--- src/rtl/gcode_pkg.sv ---
// Shared types and constants for the Gray-coded position tracker.
//   gcode_t  : 4-bit Gray sample / 4-bit binary value
//   state_e  : tracker FSM states
//   DELTA_UP : modulo-16 difference of a single up step
//   DELTA_DN : modulo-16 difference of a single down step
package gcode_pkg;

   localparam int unsigned GCODE_W = 4;

   typedef logic [GCODE_W-1:0] gcode_t;

   typedef enum logic [1:0] {
      INIT  = 2'd0,
      TRACK = 2'd1,
      EMIT  = 2'd2
   } state_e;

   localparam gcode_t DELTA_UP = 4'd1;
   localparam gcode_t DELTA_DN = 4'd15;

endpackage

--- src/rtl/gcode_decode.sv ---
// Purely combinational 4-bit reflected Gray to binary decoder.
// Ports:
//   gray : Gray-coded input
//   bin  : binary equivalent (bin[3]=gray[3], bin[i]=bin[i+1]^gray[i])
module gcode_decode (
   input  logic [3:0] gray,
   output logic [3:0] bin
);

   // Each binary bit is the XOR of all Gray bits at or above it.
   assign bin = {gray[3],
                 gray[3] ^ gray[2],
                 gray[3] ^ gray[2] ^ gray[1],
                 gray[3] ^ gray[2] ^ gray[1] ^ gray[0]};

endmodule

--- src/rtl/gcode_pos_tracker.sv ---
// Tracks a wide binary position from a stream of 4-bit Gray samples and
// emits one update message per single-step move; other jumps are flagged.
// Optional macro GCODE_POS_TRACKER_DEBOUNCE_EN: a changed sample is only
// acted on once the next accepted sample repeats it.
// Ports:
//   clk, reset       : clock, synchronous active-high reset
//   in_val/in_rdy    : sample handshake (in_rdy is combinational)
//   in_              : Gray-coded sample
//   out_val/out_rdy  : update message handshake
//   out_pos          : accumulated binary position
//   out_dir          : 1 = up step, 0 = down step or error
//   out_err          : message reports an illegal jump
module gcode_pos_tracker
   import gcode_pkg::*;
#(
   parameter int unsigned p_pos_nbits = 8
) (
   input  logic                   clk,
   input  logic                   reset,
   input  logic                   in_val,
   output logic                   in_rdy,
   input  logic [3:0]             in_,
   output logic                   out_val,
   input  logic                   out_rdy,
   output logic [p_pos_nbits-1:0] out_pos,
   output logic                   out_dir,
   output logic                   out_err
);

   localparam int unsigned PW = p_pos_nbits;

   state_e          state_q, state_d;
   gcode_t          base_q, base_d;
   logic [PW-1:0]   pos_q, pos_d;
   logic [PW-1:0]   opos_q, opos_d;
   logic            odir_q, odir_d;
   logic            oerr_q, oerr_d;
   gcode_t          bin;
   gcode_t          delta;
   logic            accept;
   logic            act_c;
`ifdef GCODE_POS_TRACKER_DEBOUNCE_EN
   gcode_t          cand_q, cand_d;
   logic            cand_vld_q, cand_vld_d;
`endif

   gcode_decode u_decode (
      .gray (in_),
      .bin  (bin)
   );

   // Handshake and message-pending view of the FSM.
   assign out_val = (state_q == EMIT);
   assign in_rdy  = !out_val || out_rdy;
   assign accept  = in_val && in_rdy;
   assign delta   = bin - base_q;

   assign out_pos = opos_q;
   assign out_dir = odir_q;
   assign out_err = oerr_q;

   // State register.
   always_ff @(posedge clk) begin
      if (reset) state_q <= INIT;
      else       state_q <= state_d;
   end

   // Datapath registers.
   always_ff @(posedge clk) begin
      if (reset) begin
         base_q <= '0;
         pos_q  <= '0;
         opos_q <= '0;
         odir_q <= 1'b0;
         oerr_q <= 1'b0;
      end else begin
         base_q <= base_d;
         pos_q  <= pos_d;
         opos_q <= opos_d;
         odir_q <= odir_d;
         oerr_q <= oerr_d;
      end
   end

`ifdef GCODE_POS_TRACKER_DEBOUNCE_EN
   // Candidate holding the first occurrence of a changed sample.
   always_ff @(posedge clk) begin
      if (reset) begin
         cand_q     <= '0;
         cand_vld_q <= 1'b0;
      end else begin
         cand_q     <= cand_d;
         cand_vld_q <= cand_vld_d;
      end
   end
`endif

   // Next-state, baseline, position and message logic.
   always_comb begin
      state_d = state_q;
      base_d  = base_q;
      pos_d   = pos_q;
      opos_d  = opos_q;
      odir_d  = odir_q;
      oerr_d  = oerr_q;
      act_c   = 1'b0;
`ifdef GCODE_POS_TRACKER_DEBOUNCE_EN
      cand_d     = cand_q;
      cand_vld_d = cand_vld_q;
`endif

      case (state_q)
         INIT: begin
            if (accept) begin
               base_d  = bin;
               pos_d   = PW'(bin);
               state_d = TRACK;
`ifdef GCODE_POS_TRACKER_DEBOUNCE_EN
               cand_vld_d = 1'b0;
`endif
            end
         end

         TRACK, EMIT: begin
            // Consumed message with nothing new to replace it.
            if (state_q == EMIT && out_rdy) state_d = TRACK;

            if (accept && delta != '0) begin
`ifdef GCODE_POS_TRACKER_DEBOUNCE_EN
               if (cand_vld_q && cand_q == bin) begin
                  act_c      = 1'b1;
                  cand_vld_d = 1'b0;
               end else begin
                  cand_d     = bin;
                  cand_vld_d = 1'b1;
               end
`else
               act_c = 1'b1;
`endif
            end
`ifdef GCODE_POS_TRACKER_DEBOUNCE_EN
            else if (accept) begin
               cand_vld_d = 1'b0;
            end
`endif

            if (act_c) begin
               base_d  = bin;
               state_d = EMIT;
               if (delta == DELTA_UP) begin
                  pos_d  = pos_q + PW'(1);
                  opos_d = pos_q + PW'(1);
                  odir_d = 1'b1;
                  oerr_d = 1'b0;
               end else if (delta == DELTA_DN) begin
                  pos_d  = pos_q - PW'(1);
                  opos_d = pos_q - PW'(1);
                  odir_d = 1'b0;
                  oerr_d = 1'b0;
               end else begin
                  opos_d = pos_q;
                  odir_d = 1'b0;
                  oerr_d = 1'b1;
               end
            end
         end

         default: state_d = INIT;
      endcase
   end

endmodule

--- config.mk ---
export PLATFORM = sky130hd
export DESIGN_NAME = gcode_pos_tracker
export DESIGN_NICKNAME = d
export VERILOG_FILES = /design/src/rtl/gcode_pkg.sv /design/src/rtl/gcode_decode.sv /design/src/rtl/gcode_pos_tracker.sv
export SDC_FILE = /design/constraint.sdc
export NUM_CORES = 1
export LEC_CHECK = 0
export CORE_MARGIN = 3
export CORE_UTILIZATION = 56
export CTS_CLUSTER_DIAMETER = 120
export DETAILED_ROUTE_END_ITERATION = 7
export PLACE_DENSITY = 0.81
export SLEW_MARGIN = 5
export SYNTH_ARGS = -nofsm -noshare
export SYNTH_HDL_FRONTEND = slang
export SYNTH_SLANG_ARGS = --single-unit
--- constraint.sdc ---
create_clock -name clk -period 9.6 [get_ports clk]
set_clock_uncertainty 0.05 [all_clocks]
set_input_delay 1.92 -clock clk [delete_from_list [all_inputs] [get_ports clk]]
set_output_delay 1.92 -clock clk [all_outputs]
set_load 0.02 [all_outputs]
Word level (Yosys, flattened, before mapping)
Cells that the tools add are included.
- $add $sub $neg: 3
- equal/unequal tests: 7
- mux-type cells: 17
- bitwise gates (word level): 3
- reduce and logical (&&, ||, !) cells: 12
- operators with widths (cell ; number):
    8-bit 2-to-1 mux ; 4
    8-bit case mux with 2 select lines ; 1
    8-bit by 1-bit adder with 8-bit output (second input constant) ; 1
    4-bit 2-to-1 mux ; 2
    4-bit case mux with 2 select lines ; 1
    8-bit by 1-bit subtractor with 8-bit output (second input constant) ; 1
    2-bit 2-to-1 mux ; 3
    1-bit 2-to-1 mux ; 5
    4-bit by 1-bit equality test with 1-bit output (second input constant) ; 1
    4-bit equality test (second input constant) ; 1
    2-bit != test (second input constant) ; 2
    2-bit case mux with 2 select lines ; 1
    2-bit AND reduction ; 2
    4-bit nonzero test ; 1
    4-bit subtractor ; 1
    1-bit logical AND ; 3
    3-bit != test (second input constant) ; 1
    3-bit AND reduction ; 1
    1-bit XOR ; 3
    2-bit by 1-bit equality test with 1-bit output (second input constant) ; 1
    2-bit equality test (second input constant) ; 1
    2-bit logical NOT ; 1
    2-bit nonzero test ; 1
    2-bit OR reduction ; 1
    other kinds (2) ; 2
- register bits after elaboration: 24
- input bits: 8
- output and inout bits: 12
- logic and storage cells: 48

Logic depth before layout (Yosys ltp)
- depth after elaboration: 10
- depth in mapped cells: 14

By module
A second synthesis with hierarchy kept.
- cells, all modules: 216
- area total of the unflattened synthesis: 1841.8 um2
- by module, submodules not included (module ; times used ; cells an instance ; area each (um2) ; sequential area each (um2)):
    gcode_pos_tracker ; 1 ; 211 ; 1791.7 ; 480.5
    gcode_decode ; 1 ; 5 ; 50.0 ; 0.0

Least setup slack after synthesis
No wires, ideal clock.
- kind: input to register
- from: input in_[3]
- to: register pos_q[3]
- library setup time: 122 ps
- arrival time: 4715 ps
- required time: 9428 ps
- path slack: 4713 ps
- cell stages on the path: 13
- path buffers: 0
- path through: xor2_1 xnor2_1 inv_1 xnor2_1 ha_1 inv_1 fa_1 xor2_2 nor3_1 o21a_2 a32oi_1 and4_1 a221o_1
- cells in the longest elaborated chain, start to end: 10
- ends and longest elaborated chain (what ; line ; source):
    from (decl) ; gcode_pos_tracker.sv:22 ; input logic [3:0] in_,
    1-bit XOR ; gcode_decode.sv:12, gcode_decode.sv:13, gcode_decode.sv:14 ;
    1-bit XOR ; gcode_decode.sv:13, gcode_decode.sv:14 ;
    1-bit XOR ; gcode_decode.sv:14 ; gray[3] ^ gray[2] ^ gray[1] ^ gray[0]};
    4-bit subtractor ; gcode_pos_tracker.sv:56 ; assign delta = bin - base_q;
    4-bit nonzero test ; gcode_pos_tracker.sv:128 ; if (accept && delta != '0) begin
    1-bit logical AND ; gcode_pos_tracker.sv:128 ;
    1-bit 2-to-1 mux ; gcode_pos_tracker.sv:128 ;
    1-bit 2-to-1 mux ; gcode_pos_tracker.sv:112 ; case (state_q)
    2-bit != test (no source line) ; n/a ;
    3-bit AND reduction (no source line) ; n/a ;
    to (signal assigned) ; gcode_pos_tracker.sv:78 ; pos_q <= pos_d;
    to (decl) ; gcode_pos_tracker.sv:34 ; logic [PW-1:0] pos_q, pos_d;
Parallel ways exist; a longest one is shown, timed or not. The select of a mux whose other input is x is not followed.
A chain may end at the register's enable or synchronous reset.

Worst setup path after layout
- from: input in_[3]
- to: register pos_q[0]
The elaborated chain is that of the path after synthesis.

==> metrics <==
outcome finished clean; Slew @ Worst Pin 817 ps; layout cells sized above 1 0.0650; Core Footprint around 2600 um2; # port buffers 19; Setup CP Type input port to register; Initial DRC Count 110; RSZ-0062 raised after global routing false; Post-Syn Area ~1600 um2; wire length per cell about 16 um; Final ANT Viol Nets 0; total CTS buffers 3; vias in the first global route 1,335; Final Core Density 0.701; Main synth FF type dfxtp_1; initial core utilization 0.612; DP Wirelength roughly 2800 um; class of the worst hold path register to register; grt total ovfl 0; overall die height slightly below 60 um; Fin. Hold Viols 0; vias after detailed routing 1,482; worst skew pair latency 320 ps; MaxCap Viol Count 0; max-slew violations 0; Synth cell types 54; TritonCTS clock tree built; Syn-to-layout area delta 14.5%; # resized after CTS 0; relative slew slack 0.453; final setup violation count 0; Post-CTS Setup Inserts 0; Seq/Total Area, Yosys 0.306; Layout Nets 218; hold buffers post-CTS 0; Post-Synthesis Cells 186; Ports 20; fin crit share 0.591; CTS H-Tree Depth 1; Syn Area/Cell approximately 8.4 um2; CP Max Fanout 8; Syn Nets 203; WL final 3760 um; GR Util All Layers 0.231; row cnt 18; DRC 0; f_max approximately 0.18 GHz; die width 59.0 um; Synth Register Bits 24; Antenna diodes 0; Clock transition at path regs 150 ps; crit end category register; number of flops mapped to enable cells by yosys 0; worst vdd ir 201 uV; yosys warns 0; DR vias/cell 6.44; antenna violations before repair 0; fill count 210; full die area approximately 3500 um2; Clock Sinks 24; Final Critical Period ~5700 ps; Power Density 271 nW/um2; Multi-input gate area 993 um2; DRT Pass-1 Iters 5; Worst EP arrival between 5000 and 6000 ps; CP required 9780 ps; Clock Tree Buf Depth 2; largest net degree at the start of global routing 23; Async SR Flop Fraction 0; Leak Pwr 0.649 nW; first-pass GRT wire length 6310 um; Startpoint Class input port; Placer Congestion 0.883; CTS root buf clkbuf_4; setup TNS 0 ps; register area 480 um2
==> synthesized netlist by cell type (all sizes together), types with 2 or more instances <==
cell type / number / area (um2)
and3: 4 / 25.0
inv: 12 / 45.0
nor2: 18 / 67.6
nand2: 18 / 67.6
and2: 2 / 12.5
ha: 8 / 100
a221o: 2 / 20.0
nor4: 9 / 56.3
o211ai: 2 / 20.0
buf: 5 / 37.5
and4: 3 / 26.3
a21oi: 11 / 58.8
dfxtp: 24 / 480
o2bb2ai: 2 / 17.5
a211oi: 4 / 35.0
a22o: 4 / 35.0
nor3: 2 / 10.0
a32oi: 2 / 17.5
xnor2: 5 / 43.8
nor4b: 2 / 23.8
nand4: 3 / 18.8
nand3: 5 / 25.0
a311o: 3 / 30.0
nand3b: 2 / 15.0
nand2b: 2 / 12.5
clkbuf: 4 / 15.0
o21ai: 6 / 33.8
xor2: 4 / 42.6
==> cells in the final DEF, fill, tap and decap left out, drive strengths merged, types with 3 or more instances in the layout <==
cell type | synthesis | routed
xor2 | 4 | 4
clkdlybuf4s50 | 0 | 19
ha | 8 | 8
and4 | 3 | 3
xnor2 | 5 | 5
and3 | 4 | 4
a21oi | 11 | 11
o21ai | 6 | 6
a311o | 3 | 3
inv | 12 | 12
nor4 | 9 | 9
clkbuf | 4 | 3
a211oi | 4 | 4
nand4 | 3 | 3
dfxtp | 24 | 24
nor2 | 18 | 18
nand3 | 5 | 5
nand2 | 18 | 18
a22o | 4 | 4
==> flip-flops by register name (all words and copies together), names as in the netlist <==
| register | cells |
|---|---|
| pos_q | 8 |
| out_err | 1 |
| base_q | 4 |
| out_pos | 8 |
| out_dir | 1 |
| state_q | 2 |
==> layer usage <==
| metal | wire (um) | share of wire | track usage | up-vias |
|---|---|---|---|---|
| met3 | 269 | 0.071 | 0.0283 | 10 |
| met1 | 1750 | 0.46 | 0.348 | 684 |
| met2 | 1690 | 0.45 | 0.339 | 67 |
| met4 | 56 | 0.015 | 0.0744 | 0 |
| li1 | - | - | - | 721 |
| met5 | 0 | 0 | 0 | - |
==> worst max-delay path, cell delays in order <==
cell and delay [ps]:
clkdlybuf4s50_1 550, xor2_1 410, xnor2_1 240, inv_1 170, xnor2_1 290, ha_1 230, inv_1 60, fa_1 400
xor2_2 230, nor3b_1 370, o211ai_2 210, nand2_1 280, nor2_1 100, a221o_1 370
==> through the flow <==
step	cells	total power, mW	cell area (um2)	hold slack (ps)	setup slack [ps]
6_report	230	0.488	1800	413	3920
5_1_grt	230	0.522	1800	437	3680
3_3_place_gp	226	0.406	1750	399	3930
3_5_place_dp	226	0.409	1750	399	3580
4_1_cts	230	0.484	1800	417	3950
2_1_floorplan	186	0.351	1570	386	4710
==> final timing paths <==
check,end,slack [ps],depth (start not counted),start
min reg2reg,out_dir,410,2,out_dir
max,pos_q[0],3920,14,in_[3]
min,out_dir,410,2,out_dir
max reg2reg,pos_q[0],6870,9,base_q[0]
==> cell type report <==
| type | instances | area share |
|---|---|---|
| clock buffer | 3 | 0.0125 |
| clock inverter | 1 | 0.0167 |
| inverter | 12 | 0.0250 |
| multi-input combinational | 141 | 0.552 |
| sequential | 24 | 0.267 |
| tap | 30 | 0.0209 |
| timing repair buffer | 19 | 0.106 |
==> report_power, final <==
part           total [mW]  leakage [nW]  internal, mW  switching, mW
logic               0.268         0.426        0.0996          0.168
clock network      0.0754        0.0279        0.0422         0.0331
registers           0.145         0.195         0.121         0.0235
==> cells by family (layout without fill, tap and decap cells) <==
logic type | after synthesis | count (layout) | synth area share
simple gates | 75 | 75 | 0.252
compound gates | 47 | 47 | 0.242
flops | 24 | 24 | 0.306
buf+inv | 21 | 35 | 0.0621
fa+ha+maj | 9 | 9 | 0.0764
xor+xnor | 9 | 9 | 0.0549
mux | 1 | 1 | 0.00637
(Power assumes the default switching activity.)
